==> src/rtl/tone_gen.sv <==
// Square-wave tone generator: picks the highest-priority requested key, adds a
// semitone shift, and plays the equal-tempered pitch with glitch-free period changes.
module tone_gen #(
   parameter int CLK_HZ = 100_000_000
) (
   input  logic        clk,
   input  logic        rst,
   input  logic [9:0]  note,
   input  logic [4:0]  pitchshift,
   output logic        audio_out,
   output logic        audio_sd,
   output logic        active,
   output logic [5:0]  cur_idx,
   output logic [17:0] half_period,
   output logic        dbg_state
);

   typedef enum logic {S_IDLE = 1'b0, S_PLAY = 1'b1} state_t;

   // Half-period in clocks for table index k, rounded to nearest (k=0 is C4).
   function automatic logic [17:0] hp_of(input int k);
      real r;
      int  v;
      r = real'(CLK_HZ) / (2.0 * 261.6256 * (2.0 ** (real'(k) / 12.0)));
      v = $rtoi(r + 0.5);
      return v[17:0];
   endfunction

   state_t      r_state;
   state_t      w_next_state;
   logic [9:0]  r_note_q;
   logic [4:0]  r_ps_q;
   logic        r_pend_valid;
   logic [5:0]  r_pend_idx;
   logic [17:0] r_pend_hp;
   logic [17:0] r_cnt;
   logic        r_audio;
   logic [5:0]  r_cur_idx;
   logic [17:0] r_hp;

   logic [3:0]  w_sel;
   logic        w_any;
   logic [5:0]  w_idx;
   logic [17:0] w_hp;
   logic [17:0] w_hp_rom [0:63];
   logic        w_load;
   logic        w_audio_nxt;
   logic [17:0] w_cnt_nxt;

   // Only indices 0..40 are reachable; the rest just fill the 6-bit address space.
   for (genvar k = 0; k < 64; k++) begin : g_rom
      assign w_hp_rom[k] = hp_of(k);
   end

   always_comb begin
      w_sel = 4'd0;
      for (int i = 9; i >= 0; i--) begin
         if (r_note_q[i]) w_sel = i[3:0];
      end
   end

   assign w_any = |r_note_q;
   assign w_idx = {2'b00, w_sel} + {1'b0, r_ps_q};
   assign w_hp  = w_hp_rom[w_idx];

   always_ff @(posedge clk) begin
      if (rst) r_state <= S_IDLE;
      else     r_state <= w_next_state;
   end

   always_comb begin
      w_next_state = r_state;
      case (r_state)
         S_IDLE:  if (r_pend_valid) w_next_state = S_PLAY;
         S_PLAY:  if (r_cnt == 18'd0 && !r_pend_valid) w_next_state = S_IDLE;
         default: w_next_state = S_IDLE;
      endcase
   end

   // Pending values are only taken at a half-period boundary (or from IDLE).
   always_comb begin
      w_load      = 1'b0;
      w_audio_nxt = r_audio;
      w_cnt_nxt   = r_cnt;
      case (r_state)
         S_IDLE: begin
            w_audio_nxt = 1'b0;
            if (r_pend_valid) begin
               w_load      = 1'b1;
               w_audio_nxt = 1'b1;
               w_cnt_nxt   = r_pend_hp - 18'd1;
            end
         end
         S_PLAY: begin
            if (r_cnt != 18'd0) begin
               w_cnt_nxt = r_cnt - 18'd1;
            end else if (r_pend_valid) begin
               w_load      = 1'b1;
               w_audio_nxt = ~r_audio;
               w_cnt_nxt   = r_pend_hp - 18'd1;
            end else begin
               w_audio_nxt = 1'b0;
            end
         end
         default: w_audio_nxt = 1'b0;
      endcase
   end

   always_ff @(posedge clk) begin
      if (rst) begin
         r_note_q     <= '0;
         r_ps_q       <= '0;
         r_pend_valid <= 1'b0;
         r_pend_idx   <= '0;
         r_pend_hp    <= '0;
         r_cnt        <= '0;
         r_audio      <= 1'b0;
         r_cur_idx    <= '0;
         r_hp         <= '0;
      end else begin
         r_note_q     <= note;
         r_ps_q       <= pitchshift;
         r_pend_valid <= w_any;
         r_pend_idx   <= w_idx;
         r_pend_hp    <= w_hp;
         r_cnt        <= w_cnt_nxt;
         r_audio      <= w_audio_nxt;
         if (w_load) begin
            r_cur_idx <= r_pend_idx;
            r_hp      <= r_pend_hp;
         end
      end
   end

   assign audio_out   = r_audio;
   assign active      = (r_state == S_PLAY);
   assign audio_sd    = active;
   assign cur_idx     = r_cur_idx;
   assign half_period = r_hp;
   assign dbg_state   = r_state;

endmodule

==> config.mk <==
export PLATFORM = sky130hd
export DESIGN_NAME = tone_gen
export DESIGN_NICKNAME = d
export VERILOG_FILES = /design/src/rtl/tone_gen.sv
export SDC_FILE = /design/constraint.sdc
export NUM_CORES = 1
export LEC_CHECK = 0
export CORE_MARGIN = 2
export CORE_UTILIZATION = 45
export CTS_BUF_LIST = sky130_fd_sc_hd__clkbuf_2 sky130_fd_sc_hd__clkbuf_4 sky130_fd_sc_hd__clkbuf_8
export CTS_CLUSTER_SIZE = 10
export DETAILED_ROUTE_END_ITERATION = 6
export SYNTH_ARGS = -nofsm -noshare
export SYNTH_HDL_FRONTEND = slang
export SYNTH_SLANG_ARGS = --single-unit
==> constraint.sdc <==
create_clock -name clk -period 4.5 [get_ports clk]
set_input_delay 0.675 -clock clk [delete_from_list [all_inputs] [get_ports clk]]
set_output_delay 0.675 -clock clk [all_outputs]
set_load 0.03 [all_outputs]
After elaboration in Yosys (flattened, before gate mapping)
Memories as Yosys holds them, arrays and structs flattened. A register that Yosys moved wholly into a read port is not among the register bits.
Cells that the tools add are included.
Cells by class
  $add $sub $neg: 3
  equality and inequality tests: 1
  muxes and demuxes: 21
  bitwise gates (word level): 3
  reduce and logical (&&, ||, !) cells: 5
Operator list (number)
  $mux W4: 10
  $mux W18: 2
  $pmux W18 S2: 1
  $sub A18 B1 Y18 const B: 2
  $logic_not A18 Y1: 1
  $reduce_bool A18 Y1: 1
  $reduce_or A10 Y1: 1
  $not A6 Y7: 1
  $add A4 B5 Y6: 1
  $pmux W1 S2: 3
  $mux W1: 5
  $ne A2 B2 Y1 const B: 1
  $not A1 Y1: 2
  $logic_and A1 B1 Y1: 1
  $logic_not A1 Y1: 1
Word-level totals
  flip-flop bits (word level): 66
  bits in read-only memories: 1152
  input port bits: 17
  word-level logic and storage cells: 43
  memories: 1
Memories
  (name not given): words 64, bits a word 18, read ports 1, clocked after Yosys merged registers in 1, write ports 0, line 64  | assign w_hp = w_hp_rom[w_idx];

Longest topological paths before layout
  word-level depth: 12
  depth in mapped cells: 18
  mapped depth without buffers: 16

Worst setup path before layout
OpenSTA, ideal clock, no wires.
  path type: register to register
  start point: register r_note_q[8]
  end point: register r_pend_hp[7]
  arrival time: 3.459 ns
  slack: 0.919 ns
  cell stages (with the launch flop): 19
  period minus slack after synthesis: 3.581 ns
  cell sequence: dfxtp_1 > nand2b_1 > a21oi_1 > o21bai_1 > a21oi_1 > nor2_1 > nor2_1 > ha_1 > fa_1 > clkinv_1 > ha_1 > clkbuf_1 > inv_1 > clkbuf_1 > nand2_1 > o21ai_0 > o211ai_1 > o21ai_0 > a311o_1
Between the ends
  cells in the longest elaborated chain, start to end: 11
RTL lines
  start: declaration: line 31  | logic [9:0] r_note_q;
  start signal: assignment: line 121  | r_note_q <= note;
  $mux W4 (9 in series): line 58  | if (r_note_q[i]) w_sel = i[3:0];
  $add A4 B5 Y6: line 63  | assign w_idx = {2'b00, w_sel} + {1'b0, r_ps_q};
  net w_idx[1]: line 43  | logic [5:0] w_idx;
  $not A6 Y7 (implied by the code): line 64
  end: declaration: line 35  | logic [17:0] r_pend_hp;
The timed path passes the listed nets, and every way through them passes these cells.
A chain may end at the register's enable or synchronous reset.

Worst setup path after layout
  start point: register r_note_q[8]
  end point: register r_pend_hp[10]
Same word-level chain as after synthesis.

==> out/metrics.yaml <==
status: "finished, violations left"
violations: "DRC"
grt_antenna_before_repair: 0
fin_crit_sh: 0.830
drive_above_1_share: 0.0914
crit_path_start_kind: "flip-flop"
grt_use_total: 0.269
io_pins: 45
setup_violations: 0
clockRootBuffer: "clkbuf_8"
clk_path_buf_depth: 2
portBuffers: 44
rsz0062_at_grt: "false"
drcViolationCount: 1
grt_max_degree: 53
fin_skew_ns: 0.0122
crit_type: "reg2reg"
yosys_warnings: 0
crit_path_max_fanout: 15
worstMarginPinSlew_ns: 1.04
synth_compound_gate_area_share: 0.266
ctsHoldBuffers: 0
internal-power_mw: 1.54
synth-simple-area-share: 0.262
cts_tree: "built"
comb_power_share: 0.435
die_w_um: 112
wl_mm: 17.1
dieArea_um2: 12500
die_h_um: 112
cpMostUsedCell: "a21oi_1"
syn2layout_area_growth_pct: 14.8
grt_pass1_vias: 5103
cp_cell_sequence: "nand2b_1, a21oi_1, o21bai_1, a21oi_1, nor2_1, nor2_1, ha_1, fa_1, buf_4, ha_1, inv_1, o41ai_1, a21oi_1, o221ai_1, o21ai_0, a22o_1"
core_um2: 11400
synth_edf_count: 0
worstHoldStart: "r_pend_idx[0]"
synth_top_family_by_area: "compound AO/OA/AOI/OAI gates"
dp_hpwl_mm: 12.1
arrival_ns: 4.01
finalHoldViolations: 0
cts-buffers-inserted: 9
netlist_area_um2: 5230
htreeDepth: 3
viasPerCell: 6.39
final_cell_mix: "99 x nand2_1, 84 x dfxtp_1, 64 x a21oi_1"
max_freq_mhz: 268
initial_core_util: 0.460
swShare: 0.431
cts_setup_buffers: 0
vias: 5457
cp-end-kind: "flip-flop"
drtIter0Drc: 893
synth_ff_type: "dfxtp_1"
drv_cap: 0
insertion_delay_ns: 0.37
place_area_um2: 5800
fin_nets: 738
tns_ns: 0
synth-seq-area-share: 0.321
cts.sinks: 84
synthCells: 679
overflow: 0
rr_endpoint: "r_pend_hp[10]"
cp_top_family: "compound AO/OA/AOI/OAI gates"
fill_cells: 1113
hold_path_class: "reg2reg"
avgSynthCellArea_um2: 7.70
num_rows: 39
synthMuxAreaShare: 0.0139
synth_nets: 711
postLayoutCellArea_um2: 6000
synth_xor_area_frac: 0.0402
place_congestion: 1.02
total_leakage_power_nw: 2.24
pwr-share-clk: 0.207
worstHoldPathCells: 2
drv_slew: 0
final_common_cell: "nand2_1"
min_period_ns: 3.73
p_seq_frac: 0.359
slowest_stage: "fa_1"
worstReg2RegStart: "r_note_q[8]"
wl_per_cell_um: 20.0
async_flop_share: 0
p_sw_mw: 1.17
reg2reg_depth: 16
synth.distinct_cells: 79
min_to: "cur_idx[0]"
regToRegSetupSlack_ns: 0.77
cts_resized: 0
powerDensity_nw_per_um2: 452
max_stage_delay_ns: 0.52
synth_adder_area_share: 0.0373
ys_seq_elements: 84
n_antenna_cell: 0
crit_buf_inv: 2
ant_nets: 0
grt_pass1_wl_mm: 27.0
ir_drop_uv: 247
path_clk_slew_ns: 0.10
cp.required_ns: 4.78
first_pass_iters: 7
slew_headroom: 0.304
==> routing by layer <==
metal / global-route usage / wire [um] / vias to the layer above
li1: - / - / 2536
met1: 0.352 / 7290 / 2532
met2: 0.415 / 7410 / 310
met3: 0.0561 / 1530 / 79
met4: 0.151 / 826 / 0
met5: 0 / 0 / -
==> cells in the mapped netlist (3+ instances only) <==
master	n	area, um^2
a31o_2	5	43.8
a22o_1	4	35.0
o21ai_0	32	160
buf_4	5	37.5
ha_1	14	175
a221o_1	3	30.0
nor4_1	10	62.6
clkinv_1	3	11.3
dfxtp_1	84	1680
a211o_1	4	35.0
nand3_1	17	85.1
o221ai_1	5	43.8
clkbuf_1	27	101
nor3_1	21	105
a221oi_1	5	43.8
a21oi_1	64	320
a211oi_1	10	75.1
nor2_1	57	214
inv_1	15	56.3
a21o_1	4	30.0
xnor2_1	12	105
a31oi_1	16	100
and3_1	6	37.5
nor2b_1	22	138
xor2_1	12	105
nand4_1	6	37.5
buf_2	16	80.1
mux2i_1	5	50.1
nand2_1	99	372
or3_1	6	37.5
o211ai_1	15	113
or4_1	5	37.5
==> sequential cells by signal, summed over array words and instances (netlist names) <==
name,count
r_ps_q,5
active,1
cur_idx,6
r_cnt,18
audio_out,1
r_pend_hp,18
r_pend_valid,1
half_period,18
r_pend_idx,6
r_note_q,10
==> worst max path at each step <==
stage                      from             to  slack, ns  cells after the start
floorplan           r_note_q[8]   r_pend_hp[7]       0.92                     18
global placement    r_note_q[8]  r_pend_hp[10]       0.81                     16
detailed placement  r_note_q[7]  r_pend_hp[13]       0.91                     11
CTS                 r_note_q[8]  r_pend_hp[10]       0.89                     16
global route        r_note_q[7]  r_pend_hp[10]       0.63                     10
finish              r_note_q[8]  r_pend_hp[10]       0.77                     16
==> cells by family after synthesis <==
kind of cell / after synthesis
xor gates and xnor gates: 24
AOI/OAI and AO/OA: 207
DFF: 84
adders and majority gates: 15
and+or+nand+nor: 273
buffers and inverters: 69
muxes: 7
==> final cells by class <==
cell class / count / area, um^2 / area share
Sequential cell: 84 / 1680 / 0.280
Timing Repair Buffer: 67 / 608 / 0.101
Multi-Input combinational cell: 526 / 3270 / 0.544
Clock inverter: 7 / 77.6 / 0.0129
Clock buffer: 9 / 124 / 0.0206
Inverter: 18 / 67.6 / 0.0113
Tap cell: 143 / 179 / 0.0298
==> power groups by stage <==
stage | Sequential (mW) | Clock (mW) | Combinational (mW)
floorplan | 0.978 | 0 | 0.803
global placement | 0.982 | 0 | 1.16
detailed placement | 0.986 | 0 | 1.14
CTS | 0.968 | 0.577 | 1.15
global route | 0.986 | 0.609 | 1.26
finish | 0.973 | 0.560 | 1.18
==> metrics by stage <==
step	hold slack [ns]	utilization	std cells	setup WS, ns	power [mW]
global placement	0.421	0.510	838	0.810	2.14
finish	0.437	0.528	854	0.767	2.71
global route	0.451	0.528	854	0.627	2.86
CTS	0.441	0.528	854	0.894	2.69
floorplan	0.417	-	679	0.919	1.78
detailed placement	0.430	0.510	838	0.908	2.13
==> worst reg2reg max path: cells and delay by family, from the launching register on <==
kind	cells	cell delay, ns
AND/OR/NAND/NOR	3	0.24
AO/OA/AOI/OAI	8	1.54
adder cells (fa/ha/maj)	3	1.12
flip-flops	1	0.33
buffers and inverters	2	0.40
Note: power is estimated with default switching activity, not from simulation.
